**config.mk**
```make
export PLATFORM = sky130hd
export DESIGN_NAME = readback_scan_arbiter
export DESIGN_NICKNAME = d
export VERILOG_FILES = /design/src/rtl/rpspmc_readback_pkg.sv /design/src/rtl/readback_period_timer.sv /design/src/rtl/readback_scan_arbiter.sv
export SDC_FILE = /design/constraint.sdc
export NUM_CORES = 1
export LEC_CHECK = 0
export BUFFER_PORTS_ARGS = -buffer_cell sky130_fd_sc_hd__buf_4
export CAP_MARGIN = 20
export CELL_PAD_IN_SITES_DETAIL_PLACEMENT = 1
export CELL_PAD_IN_SITES_GLOBAL_PLACEMENT = 2
export CORE_MARGIN = 2
export CORE_UTILIZATION = 29
export CTS_CLUSTER_DIAMETER = 100
export DETAILED_ROUTE_END_ITERATION = 8
export PLACE_DENSITY = 0.81
export SLEW_MARGIN = 15
export SYNTH_ARGS = -nofsm -noshare
export SYNTH_HDL_FRONTEND = slang
export SYNTH_SLANG_ARGS = --single-unit
```
**constraint.sdc**
```tcl
create_clock -name aclk -period 2.4 [get_ports aclk]
set_input_delay 0.6 -clock aclk [delete_from_list [all_inputs] [get_ports aclk]]
set_output_delay 0.6 -clock aclk [all_outputs]
set_load 0.1 [all_outputs]
```
**src/rtl/rpspmc_readback_pkg.sv**
```systemverilog
// Shared FSM/requester types and the readback address map for the readback mux arbiter.
package rpspmc_readback_pkg;

  typedef enum logic [1:0] {
    ST_IDLE,
    ST_SETUP,
    ST_SETTLE,
    ST_CAPTURE
  } rb_state_e;

  typedef enum logic {
    REQ_HOST,
    REQ_SCAN
  } req_sel_e;

  localparam logic [31:0] RB_ADDR_Z            = 32'd100001;
  localparam logic [31:0] RB_ADDR_BIAS         = 32'd100002;
  localparam logic [31:0] RB_ADDR_GVPBIAS      = 32'd100003;
  localparam logic [31:0] RB_ADDR_AD463X       = 32'd100100;
  localparam logic [31:0] RB_ADDR_X            = 32'd100999;
  localparam logic [31:0] RB_ADDR_TIMING_TEST  = 32'd101999;
  localparam logic [31:0] RB_ADDR_TIMING_RESET = 32'd102000;
  localparam logic [31:0] RB_ADDR_VERSION      = 32'd199997;

endpackage

```
**src/rtl/readback_period_timer.sv**
```systemverilog
// Scan period down-counter: reloads on enable rise and on expiry, pulses expire for one cycle,
// and counts (saturating) expiries that land while a round is already pending. No backpressure.
module readback_period_timer (
  input  logic        aclk,
  input  logic        aresetn,
  input  logic        enable,
  input  logic [31:0] period,
  input  logic        pending,
  output logic        expire,
  output logic [15:0] overrun
);

  logic        en_q, en_d;
  logic [31:0] cnt_q, cnt_d;
  logic [15:0] overrun_q, overrun_d;

  // A zero period never expires; back-to-back rounds are handled by the arbiter instead.
  assign expire  = enable && en_q && (period != 32'd0) && (cnt_q <= 32'd1);
  assign overrun = overrun_q;

  always_comb begin
    en_d      = enable;
    cnt_d     = cnt_q;
    overrun_d = overrun_q;
    if (!enable) begin
      cnt_d = 32'd0;
    end else if (!en_q || expire) begin
      cnt_d = period;
    end else if (cnt_q != 32'd0) begin
      cnt_d = cnt_q - 32'd1;
    end
    if (expire && pending && (overrun_q != 16'hFFFF)) begin
      overrun_d = overrun_q + 16'd1;
    end
  end

  always_ff @(posedge aclk or negedge aresetn) begin
    if (!aresetn) begin
      en_q      <= 1'b0;
      cnt_q     <= 32'd0;
      overrun_q <= 16'd0;
    end else begin
      en_q      <= en_d;
      cnt_q     <= cnt_d;
      overrun_q <= overrun_d;
    end
  end

endmodule

```
**src/rtl/readback_scan_arbiter.sv**
```systemverilog
// Shares the readback mux between a one-shot host request (fixed priority) and a periodic slot scanner.
// Latency: address on config_addr 1 cycle after grant, capture after SETTLE_CYCLES more, host_ack next cycle.
module readback_scan_arbiter
  import rpspmc_readback_pkg::*;
#(
  parameter int          NUM_SLOTS     = 4,
  parameter int          SETTLE_CYCLES = 2,
  parameter logic [31:0] IDLE_ADDR     = 32'd0
) (
  input  logic                   aclk,
  input  logic                   aresetn,
  input  logic [31:0]            host_addr,
  input  logic                   host_req,
  output logic                   host_ack,
  output logic [31:0]            host_dataA,
  output logic [31:0]            host_dataB,
  input  logic                   scan_enable,
  input  logic [31:0]            scan_period,
  input  logic [NUM_SLOTS*32-1:0] scan_addr_tbl,
  output logic [31:0]            config_addr,
  input  logic [31:0]            gpio_dataA,
  input  logic [31:0]            gpio_dataB,
  output logic [NUM_SLOTS*32-1:0] snap_dataA,
  output logic [NUM_SLOTS*32-1:0] snap_dataB,
  output logic [NUM_SLOTS-1:0]   snap_valid,
  output logic [31:0]            scan_round,
  output logic [15:0]            scan_overrun,
  output logic                   busy
);

  localparam int SLOT_W = (NUM_SLOTS > 1) ? $clog2(NUM_SLOTS) : 1;
  localparam int CNT_W  = $clog2(SETTLE_CYCLES + 1);
  localparam logic [SLOT_W-1:0] LAST_SLOT   = SLOT_W'(NUM_SLOTS - 1);
  localparam logic [CNT_W-1:0]  SETTLE_LOAD = CNT_W'(SETTLE_CYCLES - 1);

  rb_state_e              state_q, state_d;
  req_sel_e               sel_q, sel_d;
  logic [SLOT_W-1:0]      sel_slot_q, sel_slot_d;
  logic [SLOT_W-1:0]      cur_slot_q, cur_slot_d;
  logic [CNT_W-1:0]       settle_q, settle_d;
  logic [31:0]            lat_addr_q, lat_addr_d;
  logic [31:0]            config_addr_q, config_addr_d;
  logic                   busy_q, busy_d;
  logic                   host_ack_q, host_ack_d;
  logic [31:0]            host_a_q, host_a_d, host_b_q, host_b_d;
  logic [NUM_SLOTS*32-1:0] snap_a_q, snap_a_d, snap_b_q, snap_b_d;
  logic [NUM_SLOTS-1:0]   snap_valid_q, snap_valid_d;
  logic [31:0]            scan_round_q, scan_round_d;
  logic                   pending_q, pending_d;
  logic                   round_done;
  logic                   expire;

  readback_period_timer u_timer (
    .aclk    (aclk),
    .aresetn (aresetn),
    .enable  (scan_enable),
    .period  (scan_period),
    .pending (pending_q),
    .expire  (expire),
    .overrun (scan_overrun)
  );

  always_comb begin
    state_d       = state_q;
    sel_d         = sel_q;
    sel_slot_d    = sel_slot_q;
    cur_slot_d    = cur_slot_q;
    settle_d      = settle_q;
    lat_addr_d    = lat_addr_q;
    config_addr_d = config_addr_q;
    busy_d        = busy_q;
    host_ack_d    = 1'b0;
    host_a_d      = host_a_q;
    host_b_d      = host_b_q;
    snap_a_d      = snap_a_q;
    snap_b_d      = snap_b_q;
    snap_valid_d  = snap_valid_q;
    scan_round_d  = scan_round_q;
    pending_d     = pending_q;
    round_done    = 1'b0;

    case (state_q)
      ST_IDLE: begin
        if (host_req) begin
          state_d    = ST_SETUP;
          sel_d      = REQ_HOST;
          lat_addr_d = host_addr;
          busy_d     = 1'b1;
        end else if (pending_q && scan_enable) begin
          state_d    = ST_SETUP;
          sel_d      = REQ_SCAN;
          sel_slot_d = cur_slot_q;
          busy_d     = 1'b1;
          for (int i = 0; i < NUM_SLOTS; i++) begin
            if (cur_slot_q == SLOT_W'(i)) lat_addr_d = scan_addr_tbl[32*i +: 32];
          end
        end
      end
      ST_SETUP: begin
        config_addr_d = lat_addr_q;
        settle_d      = SETTLE_LOAD;
        state_d       = ST_SETTLE;
      end
      ST_SETTLE: begin
        if (settle_q == '0) state_d = ST_CAPTURE;
        else                settle_d = settle_q - CNT_W'(1);
      end
      ST_CAPTURE: begin
        state_d       = ST_IDLE;
        config_addr_d = IDLE_ADDR;
        busy_d        = 1'b0;
        if (sel_q == REQ_HOST) begin
          host_ack_d = 1'b1;
          host_a_d   = gpio_dataA;
          host_b_d   = gpio_dataB;
        end else begin
          for (int i = 0; i < NUM_SLOTS; i++) begin
            if (sel_slot_q == SLOT_W'(i)) begin
              snap_a_d[32*i +: 32] = gpio_dataA;
              snap_b_d[32*i +: 32] = gpio_dataB;
              snap_valid_d[i]      = 1'b1;
            end
          end
          // Only advance if this capture still belongs to the round in progress.
          if (sel_slot_q == cur_slot_q) begin
            if (cur_slot_q == LAST_SLOT) begin
              round_done   = 1'b1;
              cur_slot_d   = '0;
              scan_round_d = scan_round_q + 32'd1;
            end else begin
              cur_slot_d = cur_slot_q + SLOT_W'(1);
            end
          end
        end
      end
      default: state_d = ST_IDLE;
    endcase

    if (round_done) pending_d = 1'b0;
    if (expire || (scan_enable && (scan_period == 32'd0))) pending_d = 1'b1;
    // Disabling abandons the round; the in-flight capture still lands its data but not its flag.
    if (!scan_enable) begin
      pending_d    = 1'b0;
      cur_slot_d   = '0;
      snap_valid_d = '0;
      scan_round_d = scan_round_q;
    end
  end

  always_ff @(posedge aclk or negedge aresetn) begin
    if (!aresetn) begin
      state_q       <= ST_IDLE;
      sel_q         <= REQ_HOST;
      sel_slot_q    <= '0;
      cur_slot_q    <= '0;
      settle_q      <= '0;
      lat_addr_q    <= '0;
      config_addr_q <= IDLE_ADDR;
      busy_q        <= 1'b0;
      host_ack_q    <= 1'b0;
      host_a_q      <= '0;
      host_b_q      <= '0;
      snap_a_q      <= '0;
      snap_b_q      <= '0;
      snap_valid_q  <= '0;
      scan_round_q  <= '0;
      pending_q     <= 1'b0;
    end else begin
      state_q       <= state_d;
      sel_q         <= sel_d;
      sel_slot_q    <= sel_slot_d;
      cur_slot_q    <= cur_slot_d;
      settle_q      <= settle_d;
      lat_addr_q    <= lat_addr_d;
      config_addr_q <= config_addr_d;
      busy_q        <= busy_d;
      host_ack_q    <= host_ack_d;
      host_a_q      <= host_a_d;
      host_b_q      <= host_b_d;
      snap_a_q      <= snap_a_d;
      snap_b_q      <= snap_b_d;
      snap_valid_q  <= snap_valid_d;
      scan_round_q  <= scan_round_d;
      pending_q     <= pending_d;
    end
  end

  assign config_addr = config_addr_q;
  assign busy        = busy_q;
  assign host_ack    = host_ack_q;
  assign host_dataA  = host_a_q;
  assign host_dataB  = host_b_q;
  assign snap_dataA  = snap_a_q;
  assign snap_dataB  = snap_b_q;
  assign snap_valid  = snap_valid_q;
  assign scan_round  = scan_round_q;

endmodule
```
==> results.cfg, run 1 <==
[status]
status = finished, final reports clean

[clocking]
cts_buffers = 55
cts.sinks = 481
clk_pin_slew_ps = 60
cts_root_buf = clkbuf_16
htreeDepth = 2
tritoncts = yes
cts_buffer_depth = 3
insertion_delay_ps = 610

[worst_setup_path]
worst_setup_path_end_kind = flip-flop
crit_start = u_timer.cnt_q[18]$_DFFE_PN0P_
endpoint = u_timer.cnt_q[29]$_DFFE_PN0P_
critPathRequiredTime_ps = 2910
regToRegSetupSlack_ps = 20
reg2reg_from = u_timer.cnt_q[18]$_DFFE_PN0P_
rr_worst_depth = 6
crit_path_max_fanout = 3
rr_endpoint = u_timer.cnt_q[29]$_DFFE_PN0P_
crit_type = flip-flop to flip-flop
cp-start-kind = flip-flop
crit_arrival_ps = 2890

[hold_path]
hp-start = gpio_dataB[26]
hold_path.class = input port to flip-flop

[layout]
drive_above_1_share_pct = 51.3
fin_nets = 2605
final_area_um2 = 29400
synthToLayoutAreaGrowth_pct = 43.9

[synthesis]
seq_area_frac_synth_pct = 58.8
synth_fp_nets = 1880
postSynthAreaPerCell_um2 = 12.7
synth.area.top_cells = dfrtp_1, mux2_2, mux2i_1
ys_warn_count = 0
yosysTopAreaCellShare_pct = 58.8
yosysUniqueCellTypes = 51
synth_cells = 1606
yosys.area.top_type = dfrtp_1
synth_area_um2 = 20500
ys_seq_elements = 481

[place]
placed_area_um2 = 27300
port_buffers = 665
place.gp.congestion = 0.849
dp_hpwl_mm = 53.7

[drt]
drc_errors = 0
met3_length_mm = 3.94
drt_iter0_markers = 615
final_antenna_net_count = 0
wl_met2_mm = 37.6
vias = 15800
wl_per_cell_um = 21.8
drt_pass1_iterations = 4
totalWireLength_mm = 72.4
vias_per_cell = 4.75
dr.max_layer_used = met4
met1_length_mm = 27.4

[timing]
fmaxAchievable_mhz = 421
slew_headroom_pct = 50.4
fin_crit_ps = 2380
period_share_pct = 99.1
hold_viol_final = 0
max_slew.worst_pin.slew_ps = 745
clock_skew_ps = 34.9
setup_viol = 0
rsz0062_at_grt = true
fin_tns_setup_ps = 0
maxSlewViolCount = 0

[global_route]
grt_pass1_wl_mm = 109
grt_max_degree = 66
grt_pass1_vias = 17400
gr-total-overflow = 0
antenna_found_initial = 3
gr-usage-all-layers_pct = 19.4

[power]
total_power_mw = 31.4
ir_drop_v = 0.000763
power_density_nw_per_um2 = 1060
leakage_nw = 14.0

[floorplan]
die_area_um2 = 72700
fp.dieH_um = 270
die_w_um = 270
ios = 666
num_rows = 97
start_util_pct = 29.3
core_area_um2 = 69900

[run]
drv_cap = 0
[stage by stage]
| step | std cells | hold WS, ps | util, % | worst slack [ps] |
|---|---|---|---|---|
| 2_1_floorplan | 1606 | 304 | - | 2.54 |
| 3_3_place_gp | 3210 | 465 | 39.1 | -376 |
| 3_5_place_dp | 3210 | 470 | 39.1 | -446 |
| 4_1_cts | 3314 | 213 | 42.0 | 1.27 |
| 5_1_grt | 3319 | 232 | 42.1 | -63.8 |
| 6_report | 3319 | 255 | 42.1 | 22.0 |
[power breakdown]
group	leakage, nW	switching (mW)	internal (mW)	total [mW]
logic	7.03	9.11	2.93	12.0
clock network	0.987	3.58	5.66	9.24
registers	5.98	0.726	9.35	10.1
total	14.0	13.4	17.9	31.4
[flip-flops by register name, indices dropped and copies added, names as in the netlist, 4 cells and up]
register,count
config_addr,32
host_dataA,32
host_dataB,32
lat_addr_q,32
scan_round,32
snap_dataA,128
snap_dataB,128
snap_valid,4
u_timer.cnt_q,32
u_timer.overrun,16
[worst min-delay path by stage]
stage | end | slack (ps) | depth (start not counted)
after floorplan | busy$_DFFE_PN0P_ | 300 | 0
after global placement | lat_addr_q[31]$_DFFE_PN0P_ | 470 | 2
after detailed placement | lat_addr_q[14]$_DFFE_PN0P_ | 470 | 2
after CTS | snap_dataA[104]$_DFFE_PN0P_ | 210 | 2
after global routing | snap_dataB[29]$_DFFE_PN0P_ | 230 | 2
final | snap_dataB[90]$_DFFE_PN0P_ | 250 | 2
[synthesized netlist by cell type, drive strengths merged]
cell	n
nand3	20
or2	2
nor2	125
o221ai	2
inv	21
nand3b	1
o31ai	2
a31o	1
or4b	1
clkbuf	71
nand2	101
xnor2	52
nand4b	2
xor2	24
o211a	1
o21a	1
nor3	24
and2	4
and3	9
mux2	322
o311a	1
dfrtp	481
o22a	1
ha	14
nor4	23
or3	5
buf	16
nand2b	1
nor2b	2
or4	4
o2111ai	1
and4	6
o21ai	71
nand4	23
a211oi	29
o22ai	1
mux2i	99
a21oi	41
a31oi	1
[cells by family after synthesis]
logic type      synth area share, %
flops                          58.8
fa+ha+maj                     0.856
buf+inv                        2.05
mux                            22.6
compound gates                 4.31
xor+xnor                       3.25
simple gates                   8.14
[metal layers]
layer	GRT usage, %	vias up
met5	0	-
met4	8.86	0
met3	4.21	153
met2	35.3	454
met1	21.5	8066
li1	-	7084
[what timing repair did]
action,CTS,global route
hold buffers,1,0
hold endpoints to repair,1,0
buffers inserted,0,3
resized for setup,3,15
endpoints found under the setup margin,21,57
pin swaps,1,8
[critical path: stages (launching register included)]
cell and delay [ps]:
dfrtp_1 380, or4_4 550, or3_4 360, nor4_4 150, or4b_4 490, xor2_1 160, a211oi_2 200
[layout make-up]
cell class | instances | area [um2]
diodes | 2 | 5.00
clock buffers | 74 | 1560
clock inverters | 29 | 449
fillers | 7529 | 40500
inverters | 21 | 78.8
multi-input cells | 1017 | 8130
flip-flops and latches | 481 | 12100
well taps | 940 | 1180
repair buffers | 755 | 5990
[placed cells by master (no fill, tap or decap), drive strengths merged, types with 26 or more instances in the layout]
cell and n:
o21ai 71, dfrtp 481, mux2i 99, mux2 322
nand2 101, inv 26, a211oi 29, buf 754
a21oi 41, xnor2 52, nor2 125, clkbuf 74
No activity file was read; power rests on OpenSTA's default activity.
==> inputs of run 2 (changes only) <==
CORE_ASPECT_RATIO = 0.5   (was not set)
==> run 2 against run 1 <==
- sequential share of layout area rose by 0.54 points
- clock-buffer cell count fell by 2
- register-to-register slack improved by 20 ps
- total power fell by 5.0%
- die area rose by 0.18%
- final area fell by 1.3%
- largest power group unchanged
- critical endpoint unchanged
- global-route usage rose by 0.90 points
- combinational power barely moved
- largest cell class unchanged
- utilization fell by 0.26 points
==> results.cfg, run 2 (synthesized netlist as in run 1, its figures left out) <==
[timing]
setup_slack_ps = 46.8
fmaxAchievable_mhz = 425
period_share_pct = 98.0
hold_viol_final = 0
setup_viol = 0
slew_headroom_pct = 57.7
fin_crit_ps = 2350
max_slew.worst_pin.slew_ps = 634
clock_skew_ps = 27.4
fin_tns_setup_ps = 0
maxSlewViolCount = 0
rsz0062_at_grt = true

[place]
dp_hpwl_mm = 58.5
port_buffers = 665
dp_slack_ps = -135
placed_area_um2 = 27300
place.gp.congestion = 0.883

[global_route]
grt_pass1_vias = 16500
grt_pass1_wl_mm = 111
gr-total-overflow = 0
antenna_found_initial = 0
grt_max_degree = 86
gr-usage-all-layers_pct = 20.3

[power]
leakage_nw = 13.8
ir_drop_v = 0.000619
total_power_mw = 29.8
power_density_nw_per_um2 = 1030

[layout]
drive_above_1_share_pct = 50.8
fin_util_pct = 41.9
synthToLayoutAreaGrowth_pct = 42.0
fin_nets = 2603
final_area_um2 = 29100
final_cell_mix = buf_4, dfrtp_1, mux2_2
final_common_cell = buf_4

[floorplan]
start_util_pct = 29.5
ios = 666
die_area_um2 = 72800
num_rows = 68
core_area_um2 = 69400
fp.dieH_um = 192
die_w_um = 380

[clocking]
clk_pin_slew_ps = 70
htreeDepth = 2
insertion_delay_ps = 590
cts_root_buf = clkbuf_16
cts_buffers = 48
tritoncts = yes
cts_buffer_depth = 3
cts.sinks = 481

[run]
drv_cap = 0

[worst_setup_path]
critPathRequiredTime_ps = 2900
critical-path-slowest-cell = or4_4
crit_arrival_ps = 2860
crit_path_max_fanout = 2
crit_type = flip-flop to flip-flop
slowest_delay_ps = 530
cp-start-kind = flip-flop
path_delay_family = simple AND/OR/NAND/NOR gates
crit_chain = or4_4 -> or3_4 -> nor4_4 -> or4b_4 -> xor2_1 -> a211oi_2
crit_buf_inv = 0
worst_setup_path_end_kind = flip-flop

[drt]
wl_per_cell_um = 23.4
drt_iter0_markers = 581
dr.max_layer_used = met4
totalWireLength_mm = 77.6
drt_pass1_iterations = 4
vias_per_cell = 4.71
met1_length_mm = 30.9
drc_errors = 0
final_antenna_net_count = 0
wl_met2_mm = 41.6
met3_length_mm = 1.87
vias = 15600

[status]
status = finished, final reports clean

[hold_path]
hold_path.class = input port to flip-flop
-- run 2: path summary, 6_finish.rpt --
check,start,to,slack [ps],cells after the start
max,u_timer.cnt_q[18]$_DFFE_PN0P_,u_timer.cnt_q[29]$_DFFE_PN0P_,50,6
min,gpio_dataB[0],host_dataB[0]$_DFFE_PN0P_,270,2
max reg2reg,u_timer.cnt_q[18]$_DFFE_PN0P_,u_timer.cnt_q[29]$_DFFE_PN0P_,50,6
min reg2reg,scan_round[31]$_DFFE_PN0P_,scan_round[31]$_DFFE_PN0P_,470,1
max in group asynchronous,aresetn,scan_round[21]$_DFFE_PN0P_,1010,3
min in group asynchronous,aresetn,snap_dataB[30]$_DFFE_PN0P_,570,2
-- run 2: cell type report --
class,instances,area [um2]
antenna,1,2.50
clock buffer,72,1390
clock inverter,13,161
fill,7530,40400
inverter,21,78.8
multi-input combinational,1017,8160
sequential,481,12100
tap,945,1180
timing repair buffer,760,6030
-- run 2: layer usage --
| metal | up-vias | track usage, % |
|---|---|---|
| met5 | - | 0 |
| met4 | 0 | 8.10 |
| met3 | 130 | 2.70 |
| met2 | 227 | 37.3 |
| met1 | 8149 | 24.1 |
| li1 | 7093 | - |
-- run 2: repair_timing --
action                                 4_1_cts  5_1_grt
buffers inserted                             1        5
endpoints found under the hold margin       34        0
cloned                                       0        1
resized for setup                            5       20
pin swaps                                    1        7
hold buffers                                 1        0
setup endpoints to repair                   38       51
-- run 2: through the flow --
stage	instances	hold WS (ps)
finish	3310	273
CTS	3303	227
global placement	3216	461
floorplan	1606	304
detailed placement	3216	469
global route	3309	245
-- run 2: power breakdown --
part	switching, mW	leakage [nW]	internal [mW]
registers	0.683	5.98	9.34
logic	9.18	7.07	2.94
clock network	3.39	0.761	4.26
total	13.3	13.8	16.5
